`src/rtl/kronos_types.sv`:
```
// Shared types and constants for the Kronos machine-mode trap sequencer.
// The SLEEP state exists only when KRONOS_WFI_EN is defined.
package kronos_types;

    typedef enum logic [2:0] {
        IDLE   = 3'd0,
        ENTRY  = 3'd1,
        RETURN = 3'd2,
        JUMP   = 3'd3
`ifdef KRONOS_WFI_EN
        ,
        SLEEP  = 3'd4
`endif
    } trap_state_e;

    localparam int IRQ_FLAG_BIT = 31;

    localparam logic [3:0] ECALL_MACHINE = 4'd11;
    localparam logic [3:0] ILLEGAL_INSTR = 4'd2;
    localparam logic [3:0] BREAKPOINT    = 4'd3;

    // mcause for an interrupt: code in the low bits, interrupt flag in the MSB.
    function automatic logic [31:0] irq_cause(input logic [3:0] code);
        logic [31:0] c;
        c = {28'b0, code};
        c[IRQ_FLAG_BIT] = 1'b1;
        return c;
    endfunction

endpackage

```
`src/rtl/kronos_trap_timeout.sv`:
```
// Saturating cycle counter with synchronous clear; expired pulses on the
// cycle the count would reach LIMIT, and the counter then restarts from zero.
module kronos_trap_timeout #(
    parameter int LIMIT = 4
) (
    input  logic clk,
    input  logic rstz,
    input  logic en,
    input  logic clr,
    output logic expired
);

    localparam int CNT_W = $clog2(LIMIT + 1);

    logic [CNT_W-1:0] count;

    assign expired = en && !clr && (count == CNT_W'(LIMIT - 1));

    always_ff @(posedge clk or negedge rstz) begin
        if (!rstz) begin
            count <= '0;
        end else if (clr || expired) begin
            count <= '0;
        end else if (en && (count != CNT_W'(LIMIT))) begin
            count <= count + 1'b1;
        end
    end

endmodule

```
`src/rtl/kronos_trap_sequencer.sv`:
```
// WB-stage machine-mode trap sequencer: picks exception/interrupt/mret/retire per
// instruction boundary and drives CSR strobes. KRONOS_WFI_EN enables WFI sleep.
module kronos_trap_sequencer
    import kronos_types::*;
#(
    parameter int JUMP_TIMEOUT = 4,
    parameter int EXC_CAUSE_W  = 4
) (
    input  logic                   clk,
    input  logic                   rstz,
    input  logic                   wb_vld,
    output logic                   wb_rdy,
    input  logic                   exc_vld,
    input  logic [EXC_CAUSE_W-1:0] exc_cause,
    input  logic [31:0]            exc_tval,
    input  logic                   is_mret,
    input  logic                   is_wfi,
    input  logic                   core_interrupt,
    input  logic [3:0]             core_interrupt_cause,
    output logic                   activate_trap,
    output logic                   return_trap,
    output logic [31:0]            trap_cause,
    output logic [31:0]            trap_value,
    input  logic                   trap_jump,
    output logic                   flush,
    output logic                   instret,
    output logic                   seq_err
);

    trap_state_e state, state_nxt;
    logic        latch_exc;
    logic        latch_irq;
    logic        jump_en;
    logic        jump_clr;
    logic        jump_expired;

`ifdef KRONOS_WFI_EN
    // Interrupt seen while asleep; wake-up is taken one cycle after sampling.
    logic        irq_p0;

    always_ff @(posedge clk or negedge rstz) begin
        if (!rstz) begin
            irq_p0 <= 1'b0;
        end else begin
            irq_p0 <= (state == SLEEP) && core_interrupt;
        end
    end
`else
    logic        unused_wfi;
    assign unused_wfi = is_wfi;
`endif

    assign jump_en  = (state == JUMP) && !trap_jump;
    assign jump_clr = (state != JUMP) || trap_jump;

    kronos_trap_timeout #(
        .LIMIT   (JUMP_TIMEOUT)
    ) u_timeout (
        .clk     (clk),
        .rstz    (rstz),
        .en      (jump_en),
        .clr     (jump_clr),
        .expired (jump_expired)
    );

    always_comb begin
        state_nxt = state;
        wb_rdy    = 1'b0;
        instret   = 1'b0;
        flush     = 1'b0;
        latch_exc = 1'b0;
        latch_irq = 1'b0;
        case (state)
            IDLE: begin
                if (wb_vld) begin
                    if (exc_vld) begin
                        wb_rdy    = 1'b1;
                        latch_exc = 1'b1;
                        state_nxt = ENTRY;
                    end else if (core_interrupt) begin
                        // Instruction is held and re-executed after the handler.
                        latch_irq = 1'b1;
                        state_nxt = ENTRY;
                    end else if (is_mret) begin
                        wb_rdy    = 1'b1;
                        instret   = 1'b1;
                        state_nxt = RETURN;
`ifdef KRONOS_WFI_EN
                    end else if (is_wfi) begin
                        wb_rdy    = 1'b1;
                        instret   = 1'b1;
                        state_nxt = SLEEP;
`endif
                    end else begin
                        wb_rdy    = 1'b1;
                        instret   = 1'b1;
                    end
                end
            end
            ENTRY, RETURN: begin
                state_nxt = JUMP;
            end
            JUMP: begin
                if (trap_jump) begin
                    flush     = 1'b1;
                    state_nxt = IDLE;
                end else if (jump_expired) begin
                    state_nxt = IDLE;
                end
            end
`ifdef KRONOS_WFI_EN
            SLEEP: begin
                if (irq_p0) begin
                    latch_irq = 1'b1;
                    state_nxt = ENTRY;
                end
            end
`endif
            default: begin
                state_nxt = IDLE;
            end
        endcase
    end

    always_ff @(posedge clk or negedge rstz) begin
        if (!rstz) begin
            state         <= IDLE;
            activate_trap <= 1'b0;
            return_trap   <= 1'b0;
            trap_cause    <= '0;
            trap_value    <= '0;
            seq_err       <= 1'b0;
        end else begin
            state         <= state_nxt;
            activate_trap <= (state_nxt == ENTRY);
            return_trap   <= (state_nxt == RETURN);
            seq_err       <= seq_err | jump_expired;
            if (latch_exc) begin
                trap_cause <= {{(32 - EXC_CAUSE_W){1'b0}}, exc_cause};
                trap_value <= exc_tval;
            end else if (latch_irq) begin
                trap_cause <= irq_cause(core_interrupt_cause);
                trap_value <= '0;
            end
        end
    end

endmodule
```
`config.mk`:
```
export PLATFORM = sky130hd
export DESIGN_NAME = kronos_trap_sequencer
export DESIGN_NICKNAME = d
export VERILOG_FILES = /design/src/rtl/kronos_types.sv /design/src/rtl/kronos_trap_timeout.sv /design/src/rtl/kronos_trap_sequencer.sv
export SDC_FILE = /design/constraint.sdc
export NUM_CORES = 1
export LEC_CHECK = 0
export CORE_AREA = 4 4 90 92
export DETAILED_ROUTE_END_ITERATION = 6
export DIE_AREA = 0 0 94 96
export PLACE_DENSITY = 0.62
export SLEW_MARGIN = 30
export SYNTH_ARGS = -nofsm -noshare
export SYNTH_HDL_FRONTEND = slang
export SYNTH_SLANG_ARGS = --single-unit
```
`constraint.sdc`:
```
create_clock -name clk -period 3.19 [get_ports clk]
set_input_delay 0.957 -clock clk [delete_from_list [all_inputs] [get_ports clk]]
set_output_delay 0.957 -clock clk [all_outputs]
set_load 0.005 [all_outputs]
```
# Word level (Yosys, flattened, before mapping)
# Cells that the tools add are included.
[totals]
out_inout_bits = 70
regBits = 73
word_cells = 58
in_bits = 48
[classes]
addsub = 1
n_eq_ne = 8
reduce_logical = 12
n_mux = 29
bitwise = 1
[ops]
columns = ["op", "n"]
rows = [
  ["two-way mux 32 bit", 4],
  ["two-way mux 3 bit", 8],
  ["two-way mux 1 bit", 16],
  ["equality test 3 x 2 -> 1 bit (second input constant)", 4],
  ["case mux 3 bit (3 select lines)", 1],
  ["equality test 3 x 1 -> 1 bit (second input constant)", 2],
  ["logical AND 1 bit", 4],
  ["nonzero test 2 bit", 2],
  ["adder 3 x 1 -> 3 bit (second input constant)", 1],
  ["zero test 3 bit", 1],
  ["inequality test 3 x 2 -> 1 bit (second input constant)", 1],
  ["inequality test 3 bit (second input constant)", 1],
  ["zero test 1 bit", 2],
  ["logical OR 1 bit", 2],
  ["OR reduction 2 bit", 1],
  ["bitwise OR 1 bit", 1],
]

# Logic depth before layout (Yosys ltp)
# Gate-level depths: netlist of run 1.
[depth]
ltp_word = 9
mapped_depth = 5
depth_no_buf = 5

# Cells and area by module
# From an unflattened synthesis of run 1, not the netlist that was laid out.
[unflattened]
cells_unflattened = 173
area_unflattened_um2 = 2072.0
[modules_own_cells]
columns = ["mod", "instances", "cells_per_inst", "area_per_inst_um2", "seq_area_each_um2"]
rows = [
  ["kronos_trap_sequencer", 1, 151, 1864.3, 1076.0],
  ["kronos_trap_timeout", 1, 22, 207.7, 75.1],
]

# Least setup slack after synthesis of run 1
# Ideal clock, no wire load.
[synth_timing]
path_type = "input -> output"
from = "input port wb_vld"
to = "output port instret"
path_slack_ns = 0.542
required_time_ns = 2.233
arrival_ns = 1.691
n_path_buf = 1
path_stages = 3
cell_sequence = "or4b_1 clkbuf_1 nor3_1"
[synth_between]
elab_chain_len = 2
[synth_rtl]
columns = ["element", "line_no", "text"]
rows = [
  ["from (decl)", "kronos_trap_sequencer.sv:11", "input logic wb_vld,"],
  ["two-way mux 1 bit", "kronos_trap_sequencer.sv:75", "if (wb_vld) begin"],
  ["two-way mux 1 bit", "kronos_trap_sequencer.sv:73", "case (state)"],
  ["to (decl)", "kronos_trap_sequencer.sv:26", "output logic instret,"],
]
# No other way between the ends.

# Final worst setup path of run 1
[layout_timing]
from = "input port trap_jump"
to = "output port flush"
[layout_between]
elab_chain_len = 2
[layout_rtl]
columns = ["element", "line_no", "text"]
rows = [
  ["from (decl)", "kronos_trap_sequencer.sv:24", "input logic trap_jump,"],
  ["two-way mux 1 bit", "kronos_trap_sequencer.sv:104", "if (trap_jump) begin"],
  ["two-way mux 1 bit", "kronos_trap_sequencer.sv:73", ""],
  ["to (decl)", "kronos_trap_sequencer.sv:25", "output logic flush,"],
]
# No other way between the ends.

==> results.ini, run 1 <==
[yosys]
synth_top_area_cell=dfrtp_1
syn_area_um2=2010
synth_seq_area_share=0.572
synth_top_area_frac=0.572
synth_area_leaders=dfrtp_1 57%, a22o_1 14%, buf_4 11%
synth_cells=168
syn_avg_cell_area_um2=12.0
yosys_register_bits=46
yosysWarnings=0
ys_types=25

[power]
vdd_drop_max_mv=0.269
power.total_mw=1.89
power_density_nw_per_um2=615
power_leakage_nw=1.40

[job]
drv_cap=0

[die]
core_um2=7210
initial_utilization=0.279
rows=31
die_h_um=96
die-width_um=94
io_pins=118
die-area_um2=9020

[critical_path]
path_max_fanout=2
worst_setup_path_end_kind=output pin
crit_arrival_ns=2.14
crit_type=in2out
crit_required_ns=2.23
cp-start-kind=input pin

[drt]
num_vias=1571
wl_per_cell_um=13.5
drtPass1Iterations=4
ant_nets=0
vias_per_cell=4.28
drc_errors=0
wirelength_mm=4.97
drt_iter0_markers=39

[timing]
finClkSkew_ns=0.00225
finalMaxSlewViolations=0
period_share=0.970
hold_slack_ns=0.459
tightest_slew_ns=0.501
finalHoldViolCount=0
maxSlewHeadroom=0.666
max_freq_ghz=0.323
period_needed_ns=3.09
finalSetupViolCount=0
rsz0062_at_grt=no

[global_routing]
antenna_found_initial=1
grt_usage=0.110
grt_first_pass_wirelength_mm=7.63
grt_pass1_vias=1557
grt_max_degree=26
grt.overflow.total=0

[clock_tree]
holdBufCountCts=0
clk_pin_slew_ns=0.08
htree_levels=2
worstSkewPairLatency_ns=0.29
cts_buffer_depth=2
cts_tree=yes
clock_sinks=46
cts-buffers-inserted=5
cts-root-buf=clkbuf_8

[cells_and_area]
layout-drive-gt1-share=0.108
fill_cells=705
final_nets=320
register_area_um2=1150
multi_input_area_um2=704
antenna_cells=0
finalInstanceArea_um2=3080
area_growth_pct=52.8

[worst_hold_path]
hold_path_class=reg2reg

[place]
place_congestion=0.800
hpwl_mm=3.77
io_buffers=89
placed_area_um2=2960

[run_status]
status=finished, final reports clean

[state kept, by name, indices dropped and copies added (netlist names)]
signal and count:
trap_value 32, trap_cause 5, state 3, u_timeout.count 3
activate_trap 1, return_trap 1, seq_err 1
[synth_stat cells, drive strengths merged]
master  number
nor3         2
o21ba        1
conb         1
nor2         5
o21ai        2
a22o        32
or4          1
nand3       10
or4b         1
clkbuf       2
inv          5
ha           3
xnor2        1
nor2b        1
nor3b        1
and2         1
nand2        9
a32oi        4
a21o         1
nor4b        1
buf         35
dfrtp       46
a21oi        3
[kinds of logic (layout without fill, tap and decap cells)]
| group | Yosys count | count (layout) | share of synthesized area |
|---|---|---|---|
| and+or+nand+nor | 32 | 32 | 0.0864 |
| buffers and inverters | 42 | 115 | 0.137 |
| adders and majority gates | 3 | 3 | 0.0186 |
| AOI/OAI and AO/OA | 43 | 43 | 0.180 |
| xor gates and xnor gates | 1 | 1 | 0.00435 |
| DFF | 46 | 46 | 0.572 |
| other | 1 | 28 | 0.00186 |
[path summary, 6_finish.rpt]
check | cells after the start | slack (ns) | startpoint | endpoint
max | 3 | 0.1 | trap_jump | flush
min | 1 | 0.46 | seq_err$_DFF_PN0_ | seq_err$_DFF_PN0_
max reg2reg | 6 | 1.52 | state[2]$_DFF_PN0_ | trap_cause[0]$_DFFE_PN0P_
min reg2reg | 1 | 0.46 | seq_err$_DFF_PN0_ | seq_err$_DFF_PN0_
max in group asynchronous | 2 | 1.86 | rstz | activate_trap$_DFF_PN0_
min in group asynchronous | 1 | 0.63 | rstz | trap_cause[31]$_DFFE_PN0P_
[power by group]
part / total (mW) / internal (mW) / switching [mW]
Combinational: 0.684 / 0.473 / 0.212
Clock: 0.343 / 0.167 / 0.176
Sequential: 0.864 / 0.756 / 0.108
[metrics by stage]
step | util | setup slack (ns) | TNS (ns) | std cells
final | 0.426 | 0.0950 | 0 | 367
after global routing | 0.426 | 0.0210 | 0 | 367
after CTS | 0.426 | 0.0935 | 0 | 367
after detailed placement | 0.411 | -0.469 | -0.839 | 359
after global placement | 0.411 | -0.406 | -0.765 | 359
after floorplan | - | 0.542 | 0 | 195
[timing repair]
item,in CTS,in global routing
setup buffers,2,0
hold endpoints to repair,0,0
setup endpoints to repair,2,0
gates resized for setup,11,0
[layout make-up]
type	instances	area share
well taps	99	0.0403
inverters	5	0.00610
multi-input cells	107	0.229
clock buffers	6	0.0269
flip-flops and latches	46	0.374
repair buffers	104	0.323
[placed cells by master (no fill, tap or decap), types with 2 or more instances in the layout]
cell / instances
dlygate4sd2_1: 2
nand2_1: 9
a32oi_1: 4
ha_1: 3
buf_2: 2
nor2_1: 4
nand3_1: 10
a21oi_1: 3
a22o_1: 32
clkbuf_8: 6
conb_1: 28
dfrtp_1: 46
inv_1: 5
clkdlybuf4s50_1: 85
buf_4: 14
[worst max-delay path, cell delays in order]
cell	delay (ns)
clkdlybuf4s50_1	0.47
nor3b_1	0.18
clkdlybuf4s50_1	0.53
[routing by layer]
layer,track usage,wire [um],up-vias
met1,0.137,2040,751
met5,0,8,-
met2,0.179,2410,70
met3,0.0493,475,6
met4,0.0217,34,2
li1,-,-,742
(Power assumes the default switching activity.)
==> inputs of run 2 (changes only) <==
--- a/config.mk
+++ b/config.mk
@@ -8,6 +8,7 @@
 export CORE_AREA = 4 4 90 92
 export DETAILED_ROUTE_END_ITERATION = 6
 export DIE_AREA = 0 0 94 96
+export GPL_TIMING_DRIVEN = 0
 export PLACE_DENSITY = 0.62
 export SLEW_MARGIN = 30
 export SYNTH_ARGS = -nofsm -noshare
==> run 2 against run 1 <==
  * Register-to-register slack better by 0.07 ns
  * Sequential share of layout area down 1.7 points
  * Clock power down 4%
==> results.ini, run 2 (same netlist as run 1, synthesis figures left out) <==
[run_status]
status=finished, final reports clean

[global_routing]
grt_max_degree=47
grt_usage=0.115
grt_pass1_vias=1705
grt_first_pass_wirelength_mm=8.19
grt.overflow.total=0
antenna_found_initial=0

[timing]
rsz0062_at_grt=no
finClkSkew_ns=0.00585
hold_slack_ns=0.456
max_freq_ghz=0.324
maxSlewHeadroom=0.615
period_needed_ns=3.08
tightest_slew_ns=0.578
finalMaxSlewViolations=0
finalSetupViolCount=0
fin_ws_ns=0.108
finalHoldViolCount=0
period_share=0.966

[clock_tree]
cts-buffers-inserted=5
cts_tree=yes
cts-root-buf=clkbuf_8
clk_pin_slew_ns=0.08
holdBufCountCts=0
clock_sinks=46
htree_levels=2
worstSkewPairLatency_ns=0.29
cts_buffer_depth=2

[worst_hold_path]
holdPathEnd=seq_err$_DFF_PN0_
hold_path_class=reg2reg
hp-start=seq_err$_DFF_PN0_
min_delay_path_depth=1

[critical_path]
crit_required_ns=2.23
crit_type=in2out
reg2reg_depth=4
regToRegSetupSlack_ns=1.59
cp-start-kind=input pin
setup.worst_path.start=core_interrupt
worst_setup_path_end_kind=output pin
crit_arrival_ns=2.13
r2r-end=u_timeout.count[2]$_DFFE_PN0P_
reg2reg_from=u_timeout.count[0]$_DFFE_PN0P_
path_max_fanout=5

[cells_and_area]
largest_reg_flops=32
layout-drive-gt1-share=0.182
mostFrequentLayoutCell=clkdlybuf4s50_1
antenna_cells=0
regMostFlops=trap_value
mostFrequentLayoutCells=83 x clkdlybuf4s50_1, 46 x dfrtp_1, 33 x buf_4
area_growth_pct=60.2
finalNonFillerCells=391
top_regs=trap_value: 32 flops, trap_cause: 5 flops
final_nets=343

[drt]
drtPass1Iterations=4
drt_iter0_markers=50
drc_errors=0
ant_nets=0
wirelength_mm=5.12
num_vias=1610
vias_per_cell=4.12
wl_per_cell_um=13.1

[place]
dp_slack_ns=-0.496
place_congestion=0.760
placed_cells=382
io_buffers=88
hpwl_mm=3.83

[die]
core_um2=7210
rows=31
die_h_um=96
io_pins=118
initial_utilization=0.279
die-width_um=94
die-area_um2=9020

[power]
power_density_nw_per_um2=588
power_leakage_nw=1.54
vdd_drop_max_mv=0.219

[job]
drv_cap=0

-- run 2: cell types whose count changed in the layout (fill, tap and decap cells not counted), moves of 2 or more --
cell | before | now
clkdlybuf4s50_1 | 85 | 83
buf_4 | 14 | 33
buf_2 | 2 | 6
clkinv_2 | 0 | 2
-- run 2: layout make-up --
cell class,instances,area [um2]
plain buffers,36,254
clock buffers,5,68.8
clock inverters,2,10.0
fillers,709,3990
inverters,5,18.8
multi-input cells,107,698
flip-flops and latches,46,1150
well taps,99,124
repair buffers,91,900
-- run 2: how the worst max path moves through the flow --
stage / to / slack, ns / cells after the start
2_1_floorplan: instret / 0.54 / 3
3_3_place_gp: instret / -0.51 / 5
3_5_place_dp: instret / -0.50 / 5
4_1_cts: wb_rdy / 0.02 / 4
5_1_grt: wb_rdy / 0.03 / 4
6_report: wb_rdy / 0.11 / 4
-- run 2: critical path, stage by stage --
cell	delay [ns]
clkdlybuf4s50_1	0.58
nor2b_2	0.27
nor2_1	0.06
dlygate4sd2_1	0.26
-- run 2: per-stage QoR --
| step | setup TNS (ns) | util | cell area, um2 | total power, mW |
|---|---|---|---|---|
| floorplan | 0 | - | 2110 | 1.11 |
| global placement | -9.31 | 0.432 | 3120 | 1.57 |
| detailed placement | -0.961 | 0.432 | 3120 | 1.57 |
| CTS | 0 | 0.446 | 3210 | 1.93 |
| global route | 0 | 0.447 | 3220 | 2.03 |
| finish | 0 | 0.447 | 3220 | 1.90 |
-- run 2: per-layer routing --
metal	part of all wire	wire, um	global-route usage
met1	0.44	2230	0.148
met5	0	0	0
met3	0.094	479	0.0469
met4	0.010	53	0.0241
met2	0.46	2350	0.183
-- run 2: repair_timing --
item,4_1_cts,5_1_grt
buffers inserted,3,0
pin swaps,0,0
gates resized for setup,8,3
setup endpoints to repair,2,2
-- run 2: report_power, final --
group / switching (mW) / internal [mW]
sequential: 0.109 / 0.756
clock: 0.182 / 0.147
combinational: 0.214 / 0.486
